## src/rtl/gobang_pkg.sv

```systemverilog
// Shared types for the gobang cursor controller: board geometry,
// FSM states, decoded actions and the history entry format.
package gobang_pkg;

   localparam int BOARD_SIZE_DEF = 15;
   localparam int CW = $clog2(BOARD_SIZE_DEF);

   typedef enum logic [1:0] {
      IDLE,
      PLACE,
      UNDO
   } state_t;

   typedef enum logic [3:0] {
      A_NONE,
      A_PLACE,
      A_PLACED,
      A_UNDO,
      A_UNDONE,
      A_SWITCH,
      A_REJECT,
      A_UP,
      A_DOWN,
      A_LEFT,
      A_RIGHT
   } act_t;

   typedef struct packed {
      logic [CW-1:0] row;
      logic [CW-1:0] col;
      logic          player;
   } move_t;

endpackage

```

## src/rtl/gobang_cursor_ctrl_if.sv

```systemverilog
// Place/undo request channels between the cursor controller (master)
// and the board/game logic (slave).
interface gobang_cursor_ctrl_if #(
   parameter int CW = gobang_pkg::CW
);

   logic          place_valid;
   logic          place_ready;
   logic [CW-1:0] place_row;
   logic [CW-1:0] place_col;
   logic          place_player;

   logic          undo_valid;
   logic          undo_ready;
   logic [CW-1:0] undo_row;
   logic [CW-1:0] undo_col;

   modport master (
      output place_valid, place_row, place_col, place_player,
      output undo_valid, undo_row, undo_col,
      input  place_ready, undo_ready
   );

   modport slave (
      input  place_valid, place_row, place_col, place_player,
      input  undo_valid, undo_row, undo_col,
      output place_ready, undo_ready
   );

endinterface

```

## src/rtl/gobang_move_history.sv

```systemverilog
// Circular LIFO of moves; top is read combinationally, push/pop are
// registered. A push when full overwrites the oldest entry.
module gobang_move_history
   import gobang_pkg::*;
#(
   parameter  int DEPTH = 8,
   localparam int PW    = $clog2(DEPTH),
   localparam int NW    = $clog2(DEPTH + 1)
) (
   input  logic          clk_slow,
   input  logic          rst,
   input  logic          push,
   input  move_t         push_data,
   input  logic          pop,
   output move_t         top,
   output logic [NW-1:0] count
);

   move_t         mem [DEPTH];
   logic [PW-1:0] ptr;
   logic [PW-1:0] ptr_inc;
   logic [PW-1:0] ptr_dec;
   logic          full;

   assign ptr_inc = (ptr == PW'(DEPTH - 1)) ? '0 : ptr + 1'b1;
   assign ptr_dec = (ptr == '0) ? PW'(DEPTH - 1) : ptr - 1'b1;
   assign full    = (count == NW'(DEPTH));
   assign top     = mem[ptr_dec];

   always_ff @(posedge clk_slow) begin
      if (push)
         mem[ptr] <= push_data;
   end

   always_ff @(posedge clk_slow or negedge rst) begin
      if (!rst) begin
         ptr   <= '0;
         count <= '0;
      end else if (push) begin
         ptr <= ptr_inc;
         if (!full)
            count <= count + 1'b1;
      end else if (pop && count != '0) begin
         ptr   <= ptr_dec;
         count <= count - 1'b1;
      end
   end

endmodule

```

## src/rtl/gobang_cursor_ctrl.sv

```systemverilog
// Gobang cursor/turn controller: key pulses to place/undo requests.
// Define GOBANG_CURSOR_WRAP_EN to wrap the cursor at board edges.
module gobang_cursor_ctrl
   import gobang_pkg::*;
#(
   parameter  int BOARD_SIZE = BOARD_SIZE_DEF,
   parameter  int HIST_DEPTH = 8,
   localparam int HW         = $clog2(HIST_DEPTH + 1)
) (
   input  logic          clk_slow,
   input  logic          rst,
   input  logic          key_up,
   input  logic          key_down,
   input  logic          key_left,
   input  logic          key_right,
   input  logic          key_ok,
   input  logic          key_switch,
   input  logic          key_reverse,
   input  logic          cell_occupied,
   output logic [CW-1:0] cur_row,
   output logic [CW-1:0] cur_col,
   output logic          player,
   gobang_cursor_ctrl_if.master bus,
   output logic [HW-1:0] hist_count,
   output logic          busy,
   output logic          reject
);

   localparam logic [CW-1:0] MAXC = CW'(BOARD_SIZE - 1);
   localparam logic [CW-1:0] MIDC = CW'(BOARD_SIZE / 2);

   state_t        state, state_nxt;
   act_t          act;
   move_t         top_mv;
   move_t         push_mv;
   logic [CW-1:0] p_row, p_col, u_row, u_col;
   logic          p_player, u_player;

   function automatic logic [CW-1:0] step_dec(input logic [CW-1:0] v);
`ifdef GOBANG_CURSOR_WRAP_EN
      return (v == '0) ? MAXC : v - 1'b1;
`else
      return (v == '0) ? v : v - 1'b1;
`endif
   endfunction

   function automatic logic [CW-1:0] step_inc(input logic [CW-1:0] v);
`ifdef GOBANG_CURSOR_WRAP_EN
      return (v == MAXC) ? '0 : v + 1'b1;
`else
      return (v == MAXC) ? v : v + 1'b1;
`endif
   endfunction

   assign push_mv = '{p_row, p_col, p_player};

   gobang_move_history #(
      .DEPTH (HIST_DEPTH)
   ) u_hist (
      .clk_slow  (clk_slow),
      .rst       (rst),
      .push      (act == A_PLACED),
      .push_data (push_mv),
      .pop       (act == A_UNDO),
      .top       (top_mv),
      .count     (hist_count)
   );

   // Keys are strictly prioritised, so this is a priority chain.
   always_comb begin
      state_nxt = state;
      act       = A_NONE;
      unique case (state)
         IDLE: begin
            if (key_ok) begin
               if (cell_occupied) begin
                  act = A_REJECT;
               end else begin
                  act       = A_PLACE;
                  state_nxt = PLACE;
               end
            end else if (key_reverse) begin
               if (hist_count == '0) begin
                  act = A_REJECT;
               end else begin
                  act       = A_UNDO;
                  state_nxt = UNDO;
               end
            end else if (key_switch) begin
               act = (hist_count == '0) ? A_SWITCH : A_REJECT;
            end else if (key_up) begin
               act = A_UP;
            end else if (key_down) begin
               act = A_DOWN;
            end else if (key_left) begin
               act = A_LEFT;
            end else if (key_right) begin
               act = A_RIGHT;
            end
         end
         PLACE: begin
            if (bus.place_ready) begin
               act       = A_PLACED;
               state_nxt = IDLE;
            end
         end
         UNDO: begin
            if (bus.undo_ready) begin
               act       = A_UNDONE;
               state_nxt = IDLE;
            end
         end
         default: state_nxt = IDLE;
      endcase
   end

   always_ff @(posedge clk_slow or negedge rst) begin
      if (!rst) begin
         state    <= IDLE;
         cur_row  <= MIDC;
         cur_col  <= MIDC;
         player   <= 1'b0;
         p_row    <= '0;
         p_col    <= '0;
         p_player <= 1'b0;
         u_row    <= '0;
         u_col    <= '0;
         u_player <= 1'b0;
         reject   <= 1'b0;
      end else begin
         state  <= state_nxt;
         reject <= (act == A_REJECT);
         unique case (act)
            A_PLACE: begin
               p_row    <= cur_row;
               p_col    <= cur_col;
               p_player <= player;
            end
            A_PLACED: player <= ~player;
            A_UNDO: begin
               u_row    <= top_mv.row;
               u_col    <= top_mv.col;
               u_player <= top_mv.player;
            end
            A_UNDONE: begin
               player  <= u_player;
               cur_row <= u_row;
               cur_col <= u_col;
            end
            A_SWITCH: player  <= ~player;
            A_UP:     cur_row <= step_dec(cur_row);
            A_DOWN:   cur_row <= step_inc(cur_row);
            A_LEFT:   cur_col <= step_dec(cur_col);
            A_RIGHT:  cur_col <= step_inc(cur_col);
            default: ;
         endcase
      end
   end

   assign busy             = (state != IDLE);
   assign bus.place_valid  = (state == PLACE);
   assign bus.place_row    = p_row;
   assign bus.place_col    = p_col;
   assign bus.place_player = p_player;
   assign bus.undo_valid   = (state == UNDO);
   assign bus.undo_row     = u_row;
   assign bus.undo_col     = u_col;

endmodule

```

## src/flat_wrapper.sv

```systemverilog
// flat-port wrapper written by rule: the top's interface ports become plain ports
module gobang_cursor_ctrl_flat import gobang_pkg::*;
#(
   parameter  int BOARD_SIZE = BOARD_SIZE_DEF,
   parameter  int HIST_DEPTH = 8,
   localparam int HW         = $clog2(HIST_DEPTH + 1)
)
  (clk_slow, rst, key_up, key_down, key_left, key_right, key_ok, key_switch, key_reverse, cell_occupied, cur_row, cur_col, player, hist_count, busy, reject, bus_place_valid, bus_place_row, bus_place_col, bus_place_player, bus_undo_valid, bus_undo_row, bus_undo_col, bus_place_ready, bus_undo_ready);
  gobang_cursor_ctrl_if bus_i ();
  input  logic clk_slow;
  input  logic rst;
  input  logic key_up;
  input  logic key_down;
  input  logic key_left;
  input  logic key_right;
  input  logic key_ok;
  input  logic key_switch;
  input  logic key_reverse;
  input  logic cell_occupied;
  output logic [CW-1:0] cur_row;
  output logic [CW-1:0] cur_col;
  output logic player;
  output logic [HW-1:0] hist_count;
  output logic busy;
  output logic reject;
  output wire logic [$bits(bus_i.place_valid)-1:0] bus_place_valid;
  output wire logic [$bits(bus_i.place_row)-1:0] bus_place_row;
  output wire logic [$bits(bus_i.place_col)-1:0] bus_place_col;
  output wire logic [$bits(bus_i.place_player)-1:0] bus_place_player;
  output wire logic [$bits(bus_i.undo_valid)-1:0] bus_undo_valid;
  output wire logic [$bits(bus_i.undo_row)-1:0] bus_undo_row;
  output wire logic [$bits(bus_i.undo_col)-1:0] bus_undo_col;
  input wire logic [$bits(bus_i.place_ready)-1:0] bus_place_ready;
  input wire logic [$bits(bus_i.undo_ready)-1:0] bus_undo_ready;
  assign bus_place_valid = bus_i.place_valid;
  assign bus_place_row = bus_i.place_row;
  assign bus_place_col = bus_i.place_col;
  assign bus_place_player = bus_i.place_player;
  assign bus_undo_valid = bus_i.undo_valid;
  assign bus_undo_row = bus_i.undo_row;
  assign bus_undo_col = bus_i.undo_col;
  assign bus_i.place_ready = bus_place_ready;
  assign bus_i.undo_ready = bus_undo_ready;
  gobang_cursor_ctrl #(.BOARD_SIZE(BOARD_SIZE), .HIST_DEPTH(HIST_DEPTH)) u_core (.clk_slow(clk_slow), .rst(rst), .key_up(key_up), .key_down(key_down), .key_left(key_left), .key_right(key_right), .key_ok(key_ok), .key_switch(key_switch), .key_reverse(key_reverse), .cell_occupied(cell_occupied), .cur_row(cur_row), .cur_col(cur_col), .player(player), .bus(bus_i), .hist_count(hist_count), .busy(busy), .reject(reject));
endmodule
```

## config.mk

```make
export PLATFORM = sky130hd
export DESIGN_NAME = gobang_cursor_ctrl_flat
export DESIGN_NICKNAME = d
export VERILOG_FILES = /design/src/rtl/gobang_pkg.sv /design/src/rtl/gobang_cursor_ctrl_if.sv /design/src/rtl/gobang_move_history.sv /design/src/rtl/gobang_cursor_ctrl.sv /design/src/flat_wrapper.sv
export SDC_FILE = /design/constraint.sdc
export NUM_CORES = 1
export LEC_CHECK = 0
export CAP_MARGIN = 20
export CORE_ASPECT_RATIO = 1.5
export CORE_UTILIZATION = 35
export CTS_BUF_LIST = sky130_fd_sc_hd__clkbuf_4 sky130_fd_sc_hd__clkbuf_8
export DETAILED_ROUTE_END_ITERATION = 12
export PLACE_DENSITY = 0.62
export SETUP_SLACK_MARGIN = 0.4
export SLEW_MARGIN = 20
export SYNTH_ARGS = -nofsm -noshare
export SYNTH_HDL_FRONTEND = slang
export SYNTH_SLANG_ARGS = --single-unit
```

## constraint.sdc

```tcl
create_clock -name clk_slow -period 5.9 [get_ports clk_slow]
set_input_delay 1.77 -clock clk_slow [delete_from_list [all_inputs] [get_ports clk_slow]]
set_output_delay 1.77 -clock clk_slow [all_outputs]
set_load 0.005 [all_outputs]
```

# Word-level counts from Yosys, hierarchy flattened
# Memory sizes are Yosys's and may differ from the RTL's. A register that Yosys moved wholly into a read port is not among the register bits.
# Index checks and enable logic that the tools add are counted.
# W data, S select, Z words.
[word_totals]
reg_bits = 28
input_bits = 12
mem_bits_rw = 72
memories = 1
[memory_table]
columns = ["memory", "depth", "word_bits", "read_ports", "rd_clocked_by_memory_dff", "write_ports", "line_no", "source"]
rows = [
  ["u_core.u_hist.mem", 8, 9, 1, 1, 1, "gobang_move_history.sv:19", "move_t mem [DEPTH];"],
]
[op_classes]
n_mux = 36
eq_ne = 26
n_reduce_logical = 18
addsub = 8
n_bitwise = 1
[op_table]
columns = ["operator", "n"]
rows = [
  ["$mux W4", 14],
  ["$pmux W4 S3", 3],
  ["$eq A4 B4 Y1 const B", 6],
  ["$mux W3", 7],
  ["$eq A4 B3 Y1 const B", 4],
  ["$mux W2", 8],
  ["$add A4 B1 Y4 const B", 3],
  ["$logic_not A4 Y1", 3],
  ["$sub A4 B1 Y4 const B", 3],
  ["$ne A2 B2 Y1 const B", 5],
  ["$ne A3 B3 Y1 const B", 3],
  ["$eq A4 B2 Y1 const B", 2],
  ["$pmux W2 S3", 1],
  ["$reduce_and A3 Y1", 2],
  ["$reduce_bool A2 Y1", 3],
  ["$reduce_bool A3 Y1", 2],
  ["$reduce_and A5 Y1", 1],
  ["$eq A4 B1 Y1 const B", 1],
  ["$ne A2 B1 Y1 const B", 2],
  ["$reduce_bool A4 Y1", 1],
  ["$add A3 B1 Y3 const B", 1],
  ["$eq A3 B3 Y1 const B", 1],
  ["$logic_not A3 Y1", 1],
  ["$sub A3 B1 Y3 const B", 1],
  ["10 further kinds", 11],
]

# Depth between registers and ports, before layout
# Gate-level depths: netlist of run 1.
[logic_depth]
ltp_word = 12
mapped_depth = 16
mapped_depth_nobuf = 14

# Modules after synthesis
# From an unflattened synthesis of run 1, not the netlist that was laid out.
[hier_totals]
cells_unflattened = 425
area_unflattened_um2 = 5387.7
[by_module_without_submodules]
columns = ["module", "instances", "area_per_inst_um2", "cells_per_inst"]
rows = [
  ["gobang_move_history", 1, 3579.7, 261],
  ["gobang_cursor_ctrl", 1, 1808.0, 164],
]

# Worst setup path before layout of run 1
# OpenSTA, ideal clock, no wires.
[synth_timing]
path_type = "input port to flip-flop"
start = "in key_up"
end = "reg u_core.cur_col[3]"
setup_ps = 125
arrival_time_ps = 4550
cell_stages = 12
n_path_buf = 0
slack_ps = 1226
cell_sequence = "or3_4 or4_4 or3_4 or2_2 ha_1 a21o_1 a21oi_1 xnor2_1 nand2_1 nor3_1 a211oi_1 mux2_2"
[synth_via]
elab_chain_cells = 8
elab_cells_between_ends = 13
cone_classes = "eq/ne (5); mux (6); reduce/logical (2)"
[synth_rtl]
columns = ["item", "line_no", "source"]
rows = [
  ["start, declared", "flat_wrapper.sv:12", "input logic key_up;"],
  ["$mux W4 (*)", "gobang_cursor_ctrl.sv:91", "end else if (key_up) begin"],
  ["$mux W4 (*)", "gobang_cursor_ctrl.sv:89", "end else if (key_switch) begin"],
  ["$mux W4 (*)", "gobang_cursor_ctrl.sv:82", "end else if (key_reverse) begin"],
  ["$mux W4 (*)", "gobang_cursor_ctrl.sv:75", "if (key_ok) begin"],
  ["$pmux W4 S3 (*)", "gobang_cursor_ctrl.sv:73", "unique case (state)"],
  ["$eq A4 B4 Y1 or $eq A4 B3 Y1 (tied branches)", "gobang_cursor_ctrl.sv:133", "unique case (act)"],
  ["$ne A2 B2 Y1 (no source line) or $reduce_bool A3 Y1 (tied branches)", "--", ""],
  ["$reduce_and A3 Y1 (no source line)", "--", ""],
  ["end signal, assigned", "gobang_cursor_ctrl.sv:148", "cur_col <= u_col;"],
  ["end signal, assigned", "gobang_cursor_ctrl.sv:153", "A_LEFT: cur_col <= step_dec(cur_col);"],
  ["end signal, assigned", "gobang_cursor_ctrl.sv:154", "A_RIGHT: cur_col <= step_inc(cur_col);"],
  ["end, declared", "gobang_cursor_ctrl.sv:21", "output logic [CW-1:0] cur_col,"],
]
# Mark *: on every way between the ends. The rest lies on a longest branch, timed or not.
# A chain may end at the register's enable or synchronous reset.

# Worst setup path after layout of run 1
[layout_timing]
start = "in key_switch"
end = "reg u_core.cur_col[3]"
[layout_via]
elab_chain_cells = 7
elab_cells_between_ends = 12
cone_classes = "eq/ne (5); mux (5); reduce/logical (2)"
[layout_rtl]
columns = ["item", "line_no", "source"]
rows = [
  ["start, declared", "flat_wrapper.sv:17", "input logic key_switch;"],
  ["$mux W4 (*)", "gobang_cursor_ctrl.sv:89", ""],
  ["$mux W4 (*)", "gobang_cursor_ctrl.sv:82", ""],
  ["$mux W4 (*)", "gobang_cursor_ctrl.sv:75", ""],
  ["$pmux W4 S3 (*)", "gobang_cursor_ctrl.sv:73", ""],
  ["$eq A4 B4 Y1 or $eq A4 B3 Y1 (tied branches)", "gobang_cursor_ctrl.sv:133", ""],
  ["$ne A2 B2 Y1 (no source line) or $reduce_bool A3 Y1 (tied branches)", "--", ""],
  ["$reduce_and A3 Y1 (no source line)", "--", ""],
]
# Marks and branches as above.

==> impl.org, run 1 <==
** Yosys
- Synthesized net count :: 350
- The synthesized netlist occupies a cell area of 0.004956 mm2.
- Among all flip-flop cells after synthesis, the most frequent one is edfxtp_1.
- Number of warnings printed during yosys synthesis :: 0
- Avg Inst Size Synth :: 15.25 um2
- Number of distinct standard cells referenced by the synthesized netlist :: 66
- Count of flip-flops with a built-in enable after synthesis :: 72
- Counting every instance in the synthesized netlist gives roughly 330.
- Proportion of register bits with asynchronous set or reset after synthesis :: 33.94%
- Sequential elements use a little over three fifths of the synthesized area.
- #FFs+latches synth :: 109

** STA
- Count of endpoints failing setup in the final report :: 0
- Measured against its own limit, the worst slew margin works out to 33.01%.
- For the final database, setup skew stands at 11.99 ps.
- The smallest clock period supported by the final layout is computed as ~5000 ps.
- Setup repair after global routing left no endpoint under its margin.
- Hold timing on the final database bottoms out at a slack of 504.8 ps.
- Total count of max-transition violations in the final report :: 0
- The final count of hold timing violations is 0.
- In the finished design, the share of the clock period the worst path needs comes to between 80% and 90%.
- In the final timing run, aggregate negative setup slack is 0 ps.
- Transition time at the pin with the least slew margin :: approximately 1000 ps
- For this run, the top clock speed supported by timing is 200.7 MHz.

** Final layout
- Net count reported at finish :: 404
- From synthesis to final layout, the design area changed by 18.08%.
- The library cell used most frequently in the layout, excluding fill and tap cells, is edfxtp_1.
- Once layout is complete, the utilization of the core stands at 42.83%.
- Fill cells :: roughly 1,200
- Ratio of cells with drive above 1 in the final layout :: 21.61%
- Commonest non-fill, non-tap cells in the layout :: edfxtp_1 (72), clkdlybuf4s50_1 (44), dfrtp_1 (31)
- Count of inserted antenna diode cells :: 0

** CTS
- Clock buffer depth :: 2
- TritonCTS created 9 clock buffers.
- H-tree lvl count :: 3
- CTS tree :: done
- Post-CTS Setup Bufs :: 0
- Clock input transition at the sequential cells of the worst setup and hold paths :: 110 ps
- The tree is rooted in a clkbuf_8.
- The later pin in the worst-skew pair is clocked with a latency of ~370 ps.
- Total of hold buffers inserted after clock tree synthesis :: 0
- Post-CTS repair changed the size of 0 cells.
- CTS saw 109 sinks.

** Power
- Power after layout :: 3041 uW
- The worst-case IR drop observed on VDD is around 150 uV.
- Power Density :: roughly 520 mW/mm2
- Static power due to leakage :: around 0.0021 uW

** Place
- HPWL Detailed :: 7.247 mm
- Port buffer count :: 45
- Routability cong. :: 0.7619

** Drt
- DRT antenna net count :: 0
- The routed design has 10.29 mm of wire.
- In the routed design, unresolved DRC markers number 0.
- Number of iterations in the first detailed-routing pass :: 4
- The final route contains 2,951 vias.
- Starting DRC count in detailed routing :: roughly 110
- In the routed layout, each cell is associated on average with a via count of 5.405.
- After detailed routing, the average wire length per cell comes to about 19 um.

** Global route
- Largest net degree at the start of global routing :: 38
- Antenna violations before repair :: 0
- Global routing used 15.34% of the available tracks across all layers.
- Global route total overflow :: 0
- Wire length of the first global-routing pass :: 16.82 mm
- The number of global-route vias before repair came to between 3,000 and 4,000.

** Setup path
- Critical path data required time :: 6170 ps
- Worst Setup Path Type :: in -> reg
- CP endpoint kind :: register
- STA puts the critical path data arrival time at 5260 ps.
- STA classifies the critical path startpoint as an input port.
- The worst register-to-register path has a depth of 12.
- Largest fanout on the critical path :: 4

** Min path
- Depth of the worst hold-timing path :: 2
- Type of the tightest min-delay check :: reg -> reg

** Outcome
- Result of the run :: finished clean

** Floorplanning
- Effective utilization at floorplan :: 36.27%
- From left edge to right edge, the die measures 99.16 um.
- Placeable core area :: around 0.014 mm2
- Die area :: 0.01465 mm2
- The initialized floorplan defines 52 standard-cell rows.
- 46 I/O pins were placed.
- Die extent in y :: ~150 um

** Flow run
- Max-cap violations in this run came to 0.
logic make-up (layout without fill, tap and decap cells):
kind of cell | count (synthesis) | count (layout) | synth area share [%]
flops | 109 | 109 | 62.46
simple gates | 71 | 71 | 7.851
compound gates | 60 | 60 | 8.887
mux | 44 | 44 | 13.96
buf+inv | 21 | 80 | 1.868
fa+ha+maj | 13 | 13 | 3.736
xor+xnor | 7 | 7 | 1.237
flip-flops by register name, summed over array words and instances (netlist names):
| signal | cells |
|---|---|
| u_core.bus.place_col | 4 |
| u_core.bus.place_player | 1 |
| u_core.bus.place_row | 4 |
| u_core.bus.undo_col | 4 |
| u_core.bus.undo_row | 4 |
| u_core.cur_col | 4 |
| u_core.cur_row | 4 |
| u_core.player | 1 |
| u_core.reject | 1 |
| u_core.state | 2 |
| u_core.u_hist.count | 4 |
| u_core.u_hist.mem | 72 |
| u_core.u_hist.ptr | 3 |
| u_core.u_player | 1 |
final cells by class:
| class | count | area, um2 | area share, % |
|---|---|---|---|
| sequential | 109 | 3095 | 52.90 |
| timing repair buffer | 54 | 513.0 | 8.766 |
| inverter | 10 | 37.54 | 0.6414 |
| clock inverter | 7 | 95.09 | 1.625 |
| tap | 162 | 202.7 | 3.464 |
| multi-input combinational | 195 | 1784 | 30.49 |
| clock buffer | 9 | 123.9 | 2.117 |
synthesized netlist by cell type (3+ instances only):
| cell type | count | area share, % |
|---|---|---|
| a21o_1 | 4 | 0.61 |
| a21oi_1 | 9 | 0.91 |
| a31oi_1 | 4 | 0.50 |
| clkbuf_1 | 6 | 0.45 |
| dfrtp_1 | 31 | 16 |
| dfstp_2 | 6 | 3.2 |
| edfxtp_1 | 72 | 44 |
| fa_1 | 3 | 1.2 |
| ha_1 | 10 | 2.5 |
| inv_1 | 9 | 0.68 |
| mux2_2 | 11 | 2.5 |
| mux2i_1 | 11 | 2.2 |
| mux4_2 | 18 | 8.2 |
| nand2_1 | 23 | 1.7 |
| nand3_1 | 3 | 0.30 |
| nor2_1 | 9 | 0.68 |
| nor3_1 | 8 | 0.81 |
| nor4_1 | 3 | 0.38 |
| o211ai_1 | 3 | 0.45 |
| o21ai_0 | 11 | 1.1 |
| o21ai_1 | 6 | 0.61 |
| o22a_1 | 5 | 0.88 |
| xnor2_1 | 5 | 0.88 |
metrics by stage:
stage / instances / cell area [um2] / worst slack (ps)
floorplan: 325 / 4956 / 1226
global placement: 530 / 5633 / 603.5
detailed placement: 530 / 5633 / 527.9
CTS: 546 / 5852 / 938.2
global route: 546 / 5852 / 833.2
finish: 546 / 5852 / 917.7
metal layers:
layer / vias up / GRT usage [%] / share of wire, %
met4: 0 / 6.618 / 2.4
met2: 66 / 28.50 / 55
met1: 1502 / 17.11 / 39
met5: - / 0 / 0
met3: 19 / 2.553 / 3.0
li1: 1364 / - / -
power breakdown:
| group | switching (uW) | internal [uW] | total [uW] |
|---|---|---|---|
| logic | 571 | 703 | 1270 |
| clock network | 270 | 210 | 480 |
| registers | 236 | 1050 | 1290 |
worst max-delay path, stage by stage:
cell and delay (ps):
clkdlybuf4s50_1 490, or3_4 420, or4_4 450, or3_4 430, or2_2 330, ha_1 290, a21o_1 180, a21oi_1 180
xnor2_1 160, nand2_1 70, nor3_1 130, a211oi_1 70, mux2_2 270
worst paths after layout:
check,from,end,slack [ps]
worst max-delay path,key_switch,u_core.cur_col[3],920
worst min-delay path,u_core.u_player,u_core.u_player,500
min in group asynchronous,rst,u_core.u_hist.count[1],1470
worst min register to register,u_core.u_player,u_core.u_player,500
max in group asynchronous,rst,u_core.cur_row[3],3900
worst max register to register,u_core.state[0],u_core.cur_col[3],2380
Power figures use the tool's default switching activity.
==> inputs of run 2 (changes only) <==
Clock period 5.9 ns to 4.6 ns, I/O delays scaled along.
==> run 2 against run 1 <==
Compared with the run above:
- global-route usage increased by 0.24 points
- cell area increased by 2.8%
- sequential power increased by 29%
- power increased by 30%
- sequential share of layout area decreased by 1.4 points
- largest cell class unchanged
- highest routed layer unchanged
==> impl.org, run 2 (synthesis gave the netlist of run 1 again) <==
** Global route
- The first global-routing pass estimated roughly 17 mm of wire.
- Largest net degree at the start of global routing :: 38
- The number of global-route vias before repair was between 3,000 and 4,000.
- Summed over all layers, the global routing overflow is 0.
- For this run, the total global-route usage over all layers was measured as between 10% and 20%.
- Antenna violations before repair :: 0

** Floorplanning
- The die covers 0.01465 mm2.
- Number of placement rows :: 52
- The core region is roughly 0.014 mm2.
- Die extent in y :: 147.7 um
- Number of top-level pins :: 46
- Effective utilization at floorplan :: 36.27%
- Measured along the x axis, the die boundary spans between 90 and 100 um.

** STA
- Unrepaired setup endpoints after global routing :: no
- After layout, the worst path uses 89.02% of the clock period.
- Total count of max-transition violations in the final report :: 0
- The final count of hold timing violations was 0.
- The worst pin sits at a relative slew slack of a little under 40%.
- Max Clk Rate :: 244.2 MHz
- Count of endpoints failing setup in the final report :: 0
- Summed over all failing endpoints, the final setup total negative slack is 0 ps.
- Final hold analysis gives a worst-case slack of 506.5 ps.
- Across the routed clock network, the largest skew measured is 14.43 ps.
- Final min period :: 4095 ps
- At the pin with the least slew margin, the transition time is 914.0 ps.
- The worst path meets setup with 505.1 ps of slack.

** Setup path
- The worst setup path is captured at a register.
- Critical path arrival :: between 4000 and 5000 ps
- Critical path data required time :: just under 5000 ps
- Minimum setup slack among reg-to-reg paths :: 1290 ps
- Critical Path Start Type :: input port
- Counting cells, the worst reg-to-reg path comes to 12.
- By startpoint and endpoint, the worst setup path is classified as in -> reg.
- For this run, the slowest stage of the critical path takes 500 ps.
- On the critical path, the stage with the largest delay is an instance of clkdlybuf4s50_1.
- Critical-path cell list :: clkdlybuf4s50_1, nor3_1, or4_4, or3_4, or2_4, ha_4, a21o_1, a21oi_2, xnor2_1, nand2_1, nor3_2, a211oi_2, mux2_4
- Largest fanout on the critical path :: 3

** Drt
- The final layout contains routed wiring with a total length of 10.63 mm.
- DRT antenna net count :: 0
- For this block, the initial DRC count from the detailed router was 137.
- The first detailed-routing pass ran for 4 iterations.
- Drt wl/cell :: 18.89 um
- In the routed design, unresolved DRC markers number 0.
- Dividing the detail-routed via count by the number of cells gives 5.449.
- Total number of vias :: between 3,000 and 4,000

** Place
- The wire-length estimate of the detail-placed layout is 7.490 mm.
- Post-placement cell area :: roughly 0.0058 mm2
- Port buffer count :: 45
- Routability cong. :: 0.7622
- DP Worst Slack :: -144.7 ps

** CTS
- CTS built an H-tree with a depth of 3.
- Cell at the root of the clock tree :: clkbuf_8
- Total of hold buffers inserted after clock tree synthesis :: 0
- Clock input transition at the sequential cells of the worst setup and hold paths :: approximately 110 ps
- Clock buffer depth :: 2
- The tree built by TritonCTS fans out to 109 sinks.
- The number of clock buffers added by TritonCTS is 9.
- TritonCTS built the clock tree.
- At the later pin of the worst-skew pair, clock insertion delay measures 370 ps.

** Final layout
- After routing the design area is about 0.0060 mm2.
- More flip-flops sit in one register than any other, and that register is u_core.u_hist.mem.
- Fill cells :: 1,241
- The repair_antennas step left the layout with diodes totalling 0.
- Number of flip-flops under the largest register name :: 72
- Most common cell after layout, fill and taps aside :: edfxtp_1
- Relative to the synthesized area, the layout overhead comes to 21.33%.
- Utilization after layout :: 44.01%
- In the final layout, the share of cells above drive strength 1 is 26.68%.
- Commonest non-fill, non-tap cells in the layout :: edfxtp_1 (72), clkdlybuf4s50_1 (41), dfrtp_1 (31)
- Net count reported at finish :: 421

** Outcome
- The run finished with clean final reports.

** Min path
- The path class of the tightest hold or removal check is reg -> reg.
- Along the worst hold path, the cell count comes to 2.

** Power
- Power Density :: 655.9 mW/mm2
- The analysis attributes to cell leakage a power of 0.002206 uW.
- IR analysis of the VDD net gives a maximum drop of 198.3 uV.

** Flow run
- The tool flagged a number of max-cap violations equal to 0.
==> run 2: path summary, 6_finish.rpt <==
kind / from / endpoint
worst min register to register: u_core.u_player / u_core.u_player
worst min-delay path: u_core.u_player / u_core.u_player
max in group asynchronous: rst / u_core.player
worst max-delay path: key_left / u_core.cur_col[3]
worst max register to register: u_core.state[0] / u_core.cur_col[3]
min in group asynchronous: rst / u_core.u_hist.count[0]
==> run 2: metal layers <==
metal	track usage, %	share of wire (%)
met5	0	0
met4	6.324	2.3
met3	2.931	3.1
met2	28.74	55
met1	17.50	40
==> run 2: per-stage QoR <==
step                cells  power (uW)
floorplan             325        2673
global placement      546        3314
detailed placement    546        3371
CTS                   563        3965
global route          563        4217
finish                563        3944
==> run 2: where the power goes <==
group / leakage (uW) / switching [uW] / internal, uW
Clock: 0.000100 / 352 / 216
Sequential: 0.00110 / 309 / 1350
Combinational: 0.00101 / 762 / 958
Total: 0.00221 / 1420 / 2520
==> run 2: layout make-up <==
| type | count | area, um2 | area share [%] |
|---|---|---|---|
| clock inverters | 7 | 71.32 | 1.186 |
| inverters | 10 | 37.54 | 0.6242 |
| multi-input cells | 195 | 1842 | 30.63 |
| flip-flops and latches | 109 | 3095 | 51.48 |
| clock buffers | 9 | 123.9 | 2.060 |
| repair buffers | 71 | 640.6 | 10.65 |
| well taps | 162 | 202.7 | 3.371 |
==> run 2: what timing repair did <==
item	CTS	global route
setup buffers	1	0
gates resized for setup	5	9
pin swaps	9	13
endpoints found under the setup margin	2	2
==> run 2: worst max-delay path: cells and delay by family <==
family	cells	cell delay, ps
and+or+nand+nor	6	1470
buffers and inverters	1	500
AOI/OAI and AO/OA	3	390
muxes	1	260
adders and majority gates	1	210
xor gates and xnor gates	1	160
==> inputs of run 3 (changes only) <==
Settings changed: DONT_BUFFER_PORTS set to 1, PLACE_DENSITY 0.62 to 0.58.
==> run 3 against run 2 <==
Compared with the run above:
- count of clock-buffer cells in the layout rose by 4
- cell area fell by 10%
- global-route usage fell by 1.2 points
==> impl.org, run 3 (synthesis gave the netlist of run 1 again) <==
** Outcome
- Result of the run :: finished clean

** Floorplanning
- In this run the standard cell core region covers 0.01366 mm2.
- Effective utilization at floorplan :: roughly 36%
- Die extent in y :: between 100 and 150 um
- Number of top-level pins :: 46
- The floorplan step set the die width to 99.16 um.
- Die area :: 0.01465 mm2
- The floorplan has 52 rows.

** CTS
- Skew-Pair Late Insertion Delay :: 360 ps
- Clk sink count :: around 110
- Once the clock tree was built, the setup fixing pass inserted 0 buffers.
- CTS tree :: done
- The longest clock path from root to sink contains 2 buffers.
- In this run, post-CTS hold repair placed 0 buffers.
- Clock input transition at the sequential cells of the worst setup and hold paths :: ~100 ps
- Post-CTS repair changed the size of 0 cells.
- Clock buffers created by TritonCTS :: 9
- H-tree lvl count :: 3
- The root buffer cell chosen for the clock tree is clkbuf_8.

** Setup path
- Of all nets on the critical path, the largest fanout is 4.
- Critical path arrival :: 4230 ps
- The worst setup path is captured at a register.
- The worst setup path is launched from an input port.
- At the worst endpoint, the required time is about 5000 ps.
- Worst Setup Path Type :: in -> reg

** STA
- Final min period :: 3979 ps
- Worst Skew :: 13.69 ps
- Setup repair after global routing left no endpoint under its margin.
- Final setup TNS :: 0 ps
- Min Hold Slack :: approximately 530 ps
- Final worst setup slack :: 621.0 ps
- Of the available clock period, the critical path in the final layout requires 86.50%.
- For the pin with the worst max-slew slack, the measured transition is 976.3 ps.
- The number of max-slew violations in the final report was 0.
- Derived from the worst setup path, the maximum achievable clock frequency is 251.3 MHz.
- Worst-case headroom to the max-slew limit :: a little over a third
- Final Hold Violating Endpoints :: 0
- Setup violations remaining at the end of the flow were counted as 0.

** Drt
- Via density :: ~5.5
- Number of iterations in the first detailed-routing pass :: 4
- Total routed wirelength :: 9.802 mm
- DRC :: 0
- Dividing the detail-routed wire length by the instance count gives 19.53 um.
- In this run the remaining antenna-violating nets after routing total 0.
- The detailed router placed around 2,800 vias in this run.
- Starting DRC count in detailed routing :: around 110

** Power
- In this run, flip-flops and latches consume between 40% and 50% of the power.
- Power Density :: 663.9 mW/mm2
- The share of total power dissipated in the clock network is 16.3%.
- Net switching is 35.86% of the power.
- Combinational logic is responsible for between 30% and 40% of the overall power.
- Summed over all nets, the switching power comes to 1285 uW.
- In this run the static leakage power is 0.001951 uW.
- Internal Pwr Total :: 2298 uW
- Across the VDD grid, the largest voltage drop is 223.3 uV.

** Global route
- The first global-routing pass estimated 15.56 mm of wire.
- The initial antenna violation count was 0.
- Largest net degree at the start of global routing :: 38
- Total global-route track usage :: between 10% and 20%
- Global route total overflow :: 0
- Number of global-route vias before repair :: between 2,000 and 3,000

** Final layout
- Commonest non-fill, non-tap cells in the layout :: edfxtp_1 (72), dfrtp_1 (31), nand2_1 (23)
- Number of flip-flops under the largest register name :: 72
- Ranked by flip-flop count, first place goes to u_core.u_hist.mem.
- The repair_antennas step left the layout with diodes totalling 0.
- Relative to the synthesized area, the layout overhead comes to 8.887%.
- In the final layout, the share of cells above drive strength 1 is 24.41%.
- Most common cell after layout, fill and taps aside :: edfxtp_1
- After the last flow step, the layout net total stands at 360.
- Counting the fill cells in the layout gives approximately 1,300.

** Flow run
- Across the run, the number of max-cap violations was 0.

** Place
- HPWL Detailed :: 7.056 mm
- Routability cong. :: approximately 0.78
- DP Worst Slack :: 228.4 ps
- Input and output buffers added on the ports amount to 0.

** Min path
- The tightest min-delay check is of the reg -> reg type.
[run 3: cell count changes in the layout (fill, tap and decap cells not counted), sizes merged]
cell / delta
bufinv: +1
inv: -5
clkbuf: +4
clkdlybuf4s50: -41
dlygate4sd2: -3
buf: -17
[run 3: worst paths after layout]
path                            startpoint                 endpoint  slack (ps)  depth (start not counted)
max in group asynchronous              rst        u_core.cur_col[1]        3710                          0
setup reg to reg           u_core.state[0]        u_core.cur_col[3]        1200                         12
min in group asynchronous              rst  u_core.bus.place_row[1]         700                          0
setup / recovery                    key_up        u_core.cur_col[3]         620                         12
hold / removal             u_core.u_player          u_core.u_player         530                          2
hold reg to reg            u_core.u_player          u_core.u_player         530                          2
[run 3: layout make-up]
cell class              count  area, um2  area share (%)
repair buffers             10      75.07           1.391
inverters                  10      37.54          0.6956
clock buffers              13      153.9           2.852
flip-flops and latches    109       3095           57.36
clock inverters             3      46.29          0.8579
well taps                 162      202.7           3.756
multi-input cells         195       1785           33.09
[run 3: stage by stage]
step / instance area (um2) / std cells / util, % / total power (uW)
after CTS: 5396 / 502 / 39.50 / 3643
after global routing: 5396 / 502 / 39.50 / 3833
after floorplan: 4962 / 325 / - / 2673
after detailed placement: 5196 / 486 / 38.03 / 3058
after global placement: 5196 / 486 / 38.03 / 3019
final: 5396 / 502 / 39.50 / 3583
[run 3: worst max-delay path, stage by stage]
cell      delay [ps]
or3_4            390
or4_4            460
or3_4            450
or2_4            260
ha_1             270
a21o_1           190
a21oi_2          140
xnor2_1          140
nand2_1           70
nor3_1           140
a211oi_1          70
mux2_2           260
[run 3: power groups by stage]
stage / Clock [uW] / Combinational, uW / Sequential (uW)
2_1_floorplan: 0 / 1090 / 1580
3_3_place_gp: 0 / 1320 / 1700
3_5_place_dp: 0 / 1350 / 1710
4_1_cts: 602 / 1350 / 1690
5_1_grt: 633 / 1470 / 1730
6_report: 583 / 1320 / 1680
[run 3: routing by layer]
| metal | part of all wire [%] | GRT usage, % | vias to the layer above |
|---|---|---|---|
| li1 | - | - | 1278 |
| met1 | 39 | 15.41 | 1417 |
| met2 | 53 | 25.80 | 65 |
| met3 | 4.5 | 3.121 | 16 |
| met4 | 3.0 | 8.088 | 0 |
| met5 | 0 | 0 | - |
